### src/rtl/sar_adc_ctrl_param_if.sv
// Signal bundle between the conversion sequencer / comparator macro and the SAR controller.
// Handshakes: st_conv is a level request sampled only while the controller is idle.
// comp_req/comp_ack is four-phase: req rises, the macro raises ack with comp_in valid,
// req falls, then ack falls. adc_done is a one-cycle strobe qualifying result.
interface sar_adc_ctrl_param_if #(
  parameter int N            = 14,
  parameter int OSR_MAX_LOG2 = 4
);
  localparam int NBW = $clog2(N + 1);
  localparam int OW  = (OSR_MAX_LOG2 > 0) ? $clog2(OSR_MAX_LOG2 + 1) : 1;
  localparam int RW  = N + OSR_MAX_LOG2;

  logic           st_conv;
  logic [NBW-1:0] nbits;
  logic [OW-1:0]  osr_log2;
  logic           comp_ack;
  logic           comp_in;
  logic           comp_req;
  logic           sample;
  logic [N-1:0]   dac_value;
  logic [RW-1:0]  result;
  logic           adc_done;
  logic           busy;
  logic           timeout_err;
  logic [2:0]     dbg_state;

  modport master (
    input  st_conv, nbits, osr_log2, comp_ack, comp_in,
    output comp_req, sample, dac_value, result, adc_done, busy, timeout_err, dbg_state
  );

  modport slave (
    output st_conv, nbits, osr_log2, comp_ack, comp_in,
    input  comp_req, sample, dac_value, result, adc_done, busy, timeout_err, dbg_state
  );
endinterface

### src/rtl/sar_adc_ctrl_param.sv
// Parametrised SAR ADC controller: runtime resolution, oversampling accumulation,
// four-phase comparator handshake with timeout. All outputs are registered.
module sar_adc_ctrl_param #(
  parameter int N            = 14,
  parameter int OSR_MAX_LOG2 = 4,
  parameter int SAMPLE_CYC   = 2,
  parameter int TIMEOUT      = 15
) (
  input  logic                        clk,
  input  logic                        rst,
  sar_adc_ctrl_param_if.master        bus
);
  localparam int NBW  = $clog2(N + 1);
  localparam int OW   = (OSR_MAX_LOG2 > 0) ? $clog2(OSR_MAX_LOG2 + 1) : 1;
  localparam int RW   = N + OSR_MAX_LOG2;
  localparam int IW   = (N > 1) ? $clog2(N) : 1;
  localparam int CW   = OSR_MAX_LOG2 + 1;
  localparam int TMAX = (TIMEOUT > SAMPLE_CYC) ? TIMEOUT : SAMPLE_CYC;
  localparam int TW   = $clog2(TMAX + 1);

  typedef enum logic [2:0] {
    S_IDLE   = 3'd0,
    S_SAMPLE = 3'd1,
    S_SET    = 3'd2,
    S_REQ    = 3'd3,
    S_REL    = 3'd4,
    S_ACCUM  = 3'd5,
    S_DONE   = 3'd6
  } state_t;

  state_t         r_state;
  logic [IW-1:0]  r_idx;
  logic [IW-1:0]  r_lsb_idx;
  logic [CW-1:0]  r_target;
  logic [CW-1:0]  r_cnt;
  logic [TW-1:0]  r_tmr;
  logic [RW-1:0]  r_acc;
  logic [RW-1:0]  r_result;
  logic [N-1:0]   r_dac;
  logic           r_comp_req;
  logic           r_sample;
  logic           r_done;
  logic           r_busy;
  logic           r_terr;

  logic [NBW-1:0] w_nbits_eff;
  logic [OW-1:0]  w_osr_eff;
  logic [IW-1:0]  w_lsb_idx;
  logic [RW-1:0]  w_acc_next;
  logic [CW-1:0]  w_cnt_next;

  // Out-of-range settings collapse to the maximum rather than being rejected.
  always_comb begin
    w_nbits_eff = bus.nbits;
    if (bus.nbits == '0 || bus.nbits > NBW'(N)) w_nbits_eff = NBW'(N);
    w_osr_eff = bus.osr_log2;
    if (bus.osr_log2 > OW'(OSR_MAX_LOG2)) w_osr_eff = OW'(OSR_MAX_LOG2);
    w_lsb_idx  = IW'(NBW'(N) - w_nbits_eff);
    w_acc_next = r_acc + RW'(r_dac);
    w_cnt_next = r_cnt + CW'(1);
  end

  always_ff @(posedge clk or posedge rst) begin
    if (rst) begin
      r_state    <= S_IDLE;
      r_idx      <= '0;
      r_lsb_idx  <= '0;
      r_target   <= '0;
      r_cnt      <= '0;
      r_tmr      <= '0;
      r_acc      <= '0;
      r_result   <= '0;
      r_dac      <= '0;
      r_comp_req <= 1'b0;
      r_sample   <= 1'b0;
      r_done     <= 1'b0;
      r_busy     <= 1'b0;
      r_terr     <= 1'b0;
    end else begin
      case (r_state)
        S_IDLE: begin
          if (bus.st_conv) begin
            r_lsb_idx <= w_lsb_idx;
            r_target  <= CW'(1) << w_osr_eff;
            r_terr    <= 1'b0;
            r_acc     <= '0;
            r_cnt     <= '0;
            r_dac     <= '0;
            r_idx     <= IW'(N - 1);
            r_tmr     <= '0;
            r_sample  <= 1'b1;
            r_busy    <= 1'b1;
            r_state   <= S_SAMPLE;
          end
        end
        S_SAMPLE: begin
          if (r_tmr == TW'(SAMPLE_CYC - 1)) begin
            r_sample <= 1'b0;
            r_tmr    <= '0;
            r_state  <= S_SET;
          end else begin
            r_tmr <= r_tmr + TW'(1);
          end
        end
        S_SET: begin
          r_dac[r_idx] <= 1'b1;
          r_comp_req   <= 1'b1;
          r_tmr        <= '0;
          r_state      <= S_REQ;
        end
        S_REQ: begin
          if (bus.comp_ack) begin
            if (!bus.comp_in) r_dac[r_idx] <= 1'b0;
            r_comp_req <= 1'b0;
            r_tmr      <= '0;
            r_state    <= S_REL;
          end else if (r_tmr == TW'(TIMEOUT)) begin
            r_terr     <= 1'b1;
            r_comp_req <= 1'b0;
            r_busy     <= 1'b0;
            r_state    <= S_IDLE;
          end else begin
            r_tmr <= r_tmr + TW'(1);
          end
        end
        S_REL: begin
          if (!bus.comp_ack) begin
            r_tmr <= '0;
            if (r_idx == r_lsb_idx) begin
              r_state <= S_ACCUM;
            end else begin
              r_idx   <= r_idx - IW'(1);
              r_state <= S_SET;
            end
          end else if (r_tmr == TW'(TIMEOUT)) begin
            r_terr  <= 1'b1;
            r_busy  <= 1'b0;
            r_state <= S_IDLE;
          end else begin
            r_tmr <= r_tmr + TW'(1);
          end
        end
        S_ACCUM: begin
          r_acc <= w_acc_next;
          r_cnt <= w_cnt_next;
          // The final sum is published on the way into DONE so result and adc_done align.
          if (w_cnt_next == r_target) begin
            r_result <= w_acc_next;
            r_done   <= 1'b1;
            r_state  <= S_DONE;
          end else begin
            r_dac    <= '0;
            r_idx    <= IW'(N - 1);
            r_tmr    <= '0;
            r_sample <= 1'b1;
            r_state  <= S_SAMPLE;
          end
        end
        S_DONE: begin
          r_done  <= 1'b0;
          r_busy  <= 1'b0;
          r_state <= S_IDLE;
        end
        default: r_state <= S_IDLE;
      endcase
    end
  end

  assign bus.comp_req    = r_comp_req;
  assign bus.sample      = r_sample;
  assign bus.dac_value   = r_dac;
  assign bus.result      = r_result;
  assign bus.adc_done    = r_done;
  assign bus.busy        = r_busy;
  assign bus.timeout_err = r_terr;
  assign bus.dbg_state   = r_state;
endmodule

### src/flat_wrapper.sv
// flat-port wrapper written by rule: the top's interface ports become plain ports
module sar_adc_ctrl_param_flat 
#(
  parameter int N            = 14,
  parameter int OSR_MAX_LOG2 = 4,
  parameter int SAMPLE_CYC   = 2,
  parameter int TIMEOUT      = 15
)
  (clk, rst, bus_st_conv, bus_nbits, bus_osr_log2, bus_comp_ack, bus_comp_in, bus_comp_req, bus_sample, bus_dac_value, bus_result, bus_adc_done, bus_busy, bus_timeout_err, bus_dbg_state);
  sar_adc_ctrl_param_if #(.N(N), .OSR_MAX_LOG2(OSR_MAX_LOG2)) bus_i ();
  input  logic clk;
  input  logic rst;
  input wire logic [$bits(bus_i.st_conv)-1:0] bus_st_conv;
  input wire logic [$bits(bus_i.nbits)-1:0] bus_nbits;
  input wire logic [$bits(bus_i.osr_log2)-1:0] bus_osr_log2;
  input wire logic [$bits(bus_i.comp_ack)-1:0] bus_comp_ack;
  input wire logic [$bits(bus_i.comp_in)-1:0] bus_comp_in;
  output wire logic [$bits(bus_i.comp_req)-1:0] bus_comp_req;
  output wire logic [$bits(bus_i.sample)-1:0] bus_sample;
  output wire logic [$bits(bus_i.dac_value)-1:0] bus_dac_value;
  output wire logic [$bits(bus_i.result)-1:0] bus_result;
  output wire logic [$bits(bus_i.adc_done)-1:0] bus_adc_done;
  output wire logic [$bits(bus_i.busy)-1:0] bus_busy;
  output wire logic [$bits(bus_i.timeout_err)-1:0] bus_timeout_err;
  output wire logic [$bits(bus_i.dbg_state)-1:0] bus_dbg_state;
  assign bus_i.st_conv = bus_st_conv;
  assign bus_i.nbits = bus_nbits;
  assign bus_i.osr_log2 = bus_osr_log2;
  assign bus_i.comp_ack = bus_comp_ack;
  assign bus_i.comp_in = bus_comp_in;
  assign bus_comp_req = bus_i.comp_req;
  assign bus_sample = bus_i.sample;
  assign bus_dac_value = bus_i.dac_value;
  assign bus_result = bus_i.result;
  assign bus_adc_done = bus_i.adc_done;
  assign bus_busy = bus_i.busy;
  assign bus_timeout_err = bus_i.timeout_err;
  assign bus_dbg_state = bus_i.dbg_state;
  sar_adc_ctrl_param #(.N(N), .OSR_MAX_LOG2(OSR_MAX_LOG2), .SAMPLE_CYC(SAMPLE_CYC), .TIMEOUT(TIMEOUT)) u_core (.clk(clk), .rst(rst), .bus(bus_i));
endmodule
### config.mk
export PLATFORM = sky130hd
export DESIGN_NAME = sar_adc_ctrl_param_flat
export DESIGN_NICKNAME = d
export VERILOG_FILES = /design/src/rtl/sar_adc_ctrl_param_if.sv /design/src/rtl/sar_adc_ctrl_param.sv /design/src/flat_wrapper.sv
export SDC_FILE = /design/constraint.sdc
export NUM_CORES = 1
export LEC_CHECK = 0
export ABC_CLOCK_PERIOD_IN_PS = 3400
export BUFFER_PORTS_ARGS = -buffer_cell sky130_fd_sc_hd__buf_4
export CAP_MARGIN = 15
export CORE_UTILIZATION = 30
export DETAILED_ROUTE_END_ITERATION = 10
export SLEW_MARGIN = 20
export SYNTH_ARGS = -nofsm -noshare
export SYNTH_HDL_FRONTEND = slang
export SYNTH_SLANG_ARGS = --single-unit
### constraint.sdc
create_clock -name clk -period 3.4 [get_ports clk]
set_input_delay 0.68 -clock clk [delete_from_list [all_inputs] [get_ports clk]]
set_output_delay 0.68 -clock clk [all_outputs]
set_load 0.02 [all_outputs]
* Word-level counts from Yosys, hierarchy flattened
Index checks and enable logic that the tools add are counted.
Word-level totals: word-level logic and storage cells 124, output and inout bits 40, input port bits 12, register bits 80
Operators by class: multiplexer cells 51, shift operators 1, $add $sub $neg 5, bitwise operators 3, reduce and logical (&&, ||, !) cells 25, eq/ne operators 21, magnitude comparators 4
Operators by type and width (count):
- $mux 14 | 4
- $pmux 14 s4 | 1
- $mux 4 | 11
- $pmux 18 s2 | 1
- $mux 3 | 8
- $pmux 4 s6 | 1
- $add 18x14->18 | 1
- $mux 18 | 1
- $pmux 3 s6 | 1
- $ne 2x2->1 const B | 8
- $and 14x14->14 | 1
- $mux 1 | 14
- $not 14->14 | 1
- $or 14x14->14 | 1
- $pmux 4 s3 | 1
- $reduce_and 2->1 | 6
- $reduce_and 4->1 | 3
- $pmux 5 s2 | 1
- $reduce_and 5->1 | 2
- $eq 3x3->1 const B | 3
- $reduce_bool 3->1 | 3
- $reduce_bool 4->1 | 2
- $eq 3x2->1 const B | 2
- $pmux 1 s3 | 2
- other kinds (27) | 31

* Logic depth before layout (Yosys ltp)
depth after elaboration 9, gate-level depth with buffers 9, gate-level depth less buffers 9

* Least setup slack after synthesis
OpenSTA, ideal clock, no wires.
path type register -> register, start point register u_core.r_dac[0] (netlist: u_core.bus.dac_value[0]), end point register u_core.r_result[12] (netlist: u_core.bus.result[12]), period minus slack after synthesis 2337 ps, cell stages (with the launch flop) 10, arrival 2212 ps, setup time 125 ps, path slack 1063 ps, path through dfrtp_1 > ha_1 > inv_1 > fa_1 > nand2b_1 > a21o_1 > a31oi_1 > o221ai_1 > xnor2_1 > mux2_2
Between the ends: cells in the longest elaborated chain, start to end 1
RTL lines:
- start, declared | line sar_adc_ctrl_param.sv:39 | logic [N-1:0] r_dac;
- start signal, assigned | line sar_adc_ctrl_param.sv:73 | r_dac <= '0;
- start signal, assigned | line sar_adc_ctrl_param.sv:88 | r_dac <= '0;
- start signal, assigned by index | line sar_adc_ctrl_param.sv:106 | r_dac[r_idx] <= 1'b1;
- $add 18x14->18 | line sar_adc_ctrl_param.sv:59 | w_acc_next = r_acc + RW'(r_dac);
- end signal, assigned | line sar_adc_ctrl_param.sv:148 | r_result <= w_acc_next;
- end, declared | line sar_adc_ctrl_param.sv:38 | logic [RW-1:0] r_result;
No other way between the ends. A chain may end at the register's enable or synchronous reset.

* Worst setup path after layout
start point register u_core.r_cnt[0], end point register u_core.r_result[4] (netlist: u_core.bus.result[4])
Between the ends: cells in the longest elaborated chain, start to end 3
RTL lines:
- start, declared | line sar_adc_ctrl_param.sv:35 | logic [CW-1:0] r_cnt;
- start signal, assigned | line sar_adc_ctrl_param.sv:145 | r_cnt <= w_cnt_next;
- $add 5x1->5 | line sar_adc_ctrl_param.sv:60 | w_cnt_next = r_cnt + CW'(1);
- $eq 5x5->1 | line sar_adc_ctrl_param.sv:147 | if (w_cnt_next == r_target) begin
- $reduce_and 2->1 (no source line)
No other way between the ends.

==> metrics.md <==
| Metric | Value |
|---|---|
| Sequential-to-total area share from yosys stat | `43.9%` |
| Final core utilization | `37.1%` |
| CTS max path bufs | `2` |
| Comb power frac | `30.4%` |
| Core Area | `14700 sq um` |
| F_max | `0.399 GHz` |
| Async set or reset register ratio after synthesis | `100%` |
| Synthesized flop and latch total | `80` |
| Total grt overflow | `0` |
| Min Tclk post-route | `2.51 ns` |
| Crit path kind | `register to register` |
| Via count | `3731` |
| Syn_area_per_cell | `9.60 sq um` |
| Sw frac | `35.3%` |
| Antenna-violating nets left | `0` |
| Synth-to-Final Area Change | `19.4%` |
| Hold Crit Class | `input pin to asynchronous set/reset pin` |
| Worst-path maximum fanout | `19` |
| Syn. warnings | `0` |
| Fill cells | `1474` |
| Leakage | `2.59 nW` |
| Multi-input logic area | `2430 sq um` |
| Largest net degree at the start of global routing | `42` |
| Part of the power in registers | `38.6%` |
| Netlist cell types | `59` |
| Total die area | `15700 sq um` |
| Post-synth EDFFs | `0` |
| Mapped Area | `4560 sq um` |
| MaxCap Viol Count | `0` |
| Internal reg-to-reg setup slack | `0.89 ns` |
| Clock Latency Late Sink | `0.34 ns` |
| Dominant synthesized flop cell | `dfrtp_1` |
| Total GRT Usage | `15.2%` |
| Post-CTS Hold Buffers | `0` |
| CTS tree | `yes` |
| CP Launch Type | `register` |
| Remaining routing DRC violations | `5` |
| Stages on the worst setup path | `6` |
| First-pass GRT wire length | `18900 um` |
| Status | `finished, violations left` |
| Fin. max-slew vios | `0` |
| DR pass1 iterations | `7` |
| Post_cts resized | `0` |
| Num CTS Buffers | `9` |
| Violated checks | `design-rule violations` |
| Die Y | `125 um` |
| Clk root buf | `clkbuf_16` |
| Worst-path cell chain | `ha_1 > and3b_1 > o221a_1 > o2111ai_4 > buf_4 > mux2_2` |
| Arrival time of the worst setup path | `2.73 ns` |
| Clock share of power | `31.0%` |
| Hold Fails Final Rpt | `0` |
| Internal power | `2.09 mW` |
| Share of layout cells above drive strength 1 | `18.4%` |
| Vias in the first global route | `3758` |
| RSZ-0062 raised after global routing | `false` |
| Nets | `559` |
| Slowest stage delay, CP | `0.49 ns` |
| Post-DP HPWL | `8200 um` |
| Final weighted congestion in routability-driven placement | `0.854` |
| Worst rel slew slack | `51.5%` |
| Reg clk slew, reported paths | `0.06 ns` |
| Total Routed Length | `11000 um` |
| Initial antenna violation count | `0` |
| Worst Setup End Kind | `register` |
| Switching power | `1.14 mW` |
| Die width | `125 um` |
| Setup bufs post-CTS | `0` |
| Row count | `44` |
| Synthesized net count | `510` |
| Critical path's top delay family | `compound AO/OA/AOI/OAI gates` |
| I/O Pins | `52` |
| Fin crit share | `73.7%` |
| Routed WL per cell | `15.5 um` |
| ANT cells | `0` |
| Setup TNS | `0 ns` |
| FF+latch area | `2000 sq um` |
| Clk sinks | `80` |
| CP max stage cell | `o2111ai_4` |
| Worst r2r src | `u_core.r_cnt[0]` |
| Cell depth of the worst flop-to-flop path | `6` |
| Input/output buffers | `51` |
| Skew final | `0.00645 ns` |
| DR iter-0 viols | `256` |
| Post-synthesis instance total | `475` |
| VDD IR max | `0.393 mV` |
| Vias per inst | `5.24` |
| Initial core utilization | `31.0%` |
| WP buf/inv | `1` |
| Req. time, crit path | `3.62 ns` |
| Pin slew with the least headroom to its limit | `0.727 ns` |
| Crit path launch | `u_core.r_cnt[0]` |
| H-tree depth | `3` |
| Finish-stage setup viols | `0` |
| PwrDens | `593 nW/um^2` |
==> per-stage QoR <==
| stage | power, mW | cells | setup WS (ns) | area [sq um] | hold WS [ns] |
|---|---|---|---|---|---|
| after floorplan | 1.96 | 475 | 0.668 | 4560 | 0.452 |
| after global placement | 2.22 | 697 | 0.914 | 5140 | 0.469 |
| after detailed placement | 2.24 | 697 | 0.900 | 5140 | 0.478 |
| after CTS | 3.26 | 712 | 0.868 | 5450 | 0.458 |
| after global routing | 3.44 | 712 | 0.675 | 5450 | 0.507 |
| final | 3.23 | 712 | 0.895 | 5450 | 0.427 |
==> metal layers <==
metal	routed length (um)	global-route usage [%]	vias to the layer above
met2	5440	25.1	75
met1	4910	19.1	1823
met3	597	4.62	9
met5	0	0	-
li1	-	-	1824
met4	100	4.09	0
==> cell usage after synthesis (2+ instances only) <==
cell type	count	area share (%)
nand2b_1	9	1.2
dfrtp_1	80	44
nor2b_1	4	0.55
o21ai_0	61	6.7
a22o_1	13	2.5
nand3b_1	2	0.33
nor2_1	25	2.1
or2_2	4	0.55
a21o_1	7	1.2
o31ai_1	3	0.49
o21a_1	6	0.99
mux2_2	13	3.2
or3_1	2	0.27
o41ai_1	3	0.58
o22ai_1	3	0.41
xor2_1	11	2.1
o211ai_1	6	0.99
nand2_1	46	3.8
a211o_1	3	0.58
mux2i_1	2	0.44
and3_1	5	0.69
nor4_1	2	0.27
a21oi_1	36	3.9
o221ai_1	2	0.38
nand3_1	6	0.66
o22a_1	2	0.38
nor3_1	8	0.88
ha_1	22	6.0
o21bai_1	2	0.33
inv_1	14	1.2
a31o_2	2	0.38
buf_2	2	0.22
clkbuf_1	15	1.2
a211oi_1	3	0.49
xnor2_1	19	3.6
a31oi_1	7	0.96
and2_1	3	0.41
==> power by group through the flow <==
stage / logic (mW) / clock network (mW) / registers, mW
6_report: 0.982 / 1.00 / 1.25
5_1_grt: 1.10 / 1.07 / 1.27
4_1_cts: 0.985 / 1.03 / 1.25
3_5_place_dp: 0.981 / 0 / 1.26
3_3_place_gp: 0.962 / 0 / 1.26
2_1_floorplan: 0.726 / 0 / 1.23
==> kinds of logic after synthesis <==
| group | count (synthesis) | share of synthesized area (%) |
|---|---|---|
| multiplexers | 15 | 3.65 |
| AO/OA/AOI/OAI | 171 | 24.2 |
| buffers and inverters | 33 | 2.93 |
| AND/OR/NAND/NOR | 122 | 12.6 |
| XOR/XNOR | 31 | 6.25 |
| flip-flops | 80 | 43.9 |
| adder cells (fa/ha/maj) | 23 | 6.47 |
==> cell usage in the layout, fill, tap and decap left out, drive strengths merged, types with 9 or more instances in the layout <==
cell | synthesis | layout
xor2 | 11 | 11
inv | 14 | 13
ha | 22 | 22
dfrtp | 80 | 80
a22o | 13 | 13
nand2b | 9 | 9
nor2 | 26 | 26
a21oi | 36 | 36
o21ai | 62 | 62
mux2 | 13 | 13
xnor2 | 19 | 19
buf | 4 | 57
clkbuf | 15 | 12
nand2 | 47 | 47
==> final timing paths <==
kind / to
worst max-delay path: u_core.bus.result[4]
worst min-delay path: u_core.bus.busy
worst max register to register: u_core.bus.result[4]
worst min register to register: u_core.bus.result[13]
max in group asynchronous: u_core.r_acc[8]
min in group clk: u_core.bus.result[13]
==> flip-flops by register name, summed over array words and instances, names as in the netlist <==
register,count
u_core.bus.adc_done,1
u_core.r_cnt,5
u_core.r_target,5
u_core.r_acc,18
u_core.bus.timeout_err,1
u_core.bus.comp_req,1
u_core.bus.busy,1
u_core.r_lsb_idx,4
u_core.bus.dac_value,14
u_core.bus.result,18
u_core.r_tmr,4
u_core.bus.dbg_state,3
u_core.r_idx,4
u_core.bus.sample,1
==> cell type report <==
cell class / instances / area share (%)
timing repair buffer: 57 / 7.86
sequential: 80 / 36.8
clock inverter: 3 / 0.735
tap: 184 / 4.23
inverter: 14 / 0.988
clock buffer: 12 / 4.89
multi-input combinational: 362 / 44.5
==> worst register-to-register path: stages (launching register included) <==
cell,delay (ns)
dfrtp_1,0.43
ha_1,0.29
and3b_1,0.19
o221a_1,0.30
o2111ai_4,0.49
buf_4,0.32
mux2_2,0.36
(Power assumes the default switching activity.)
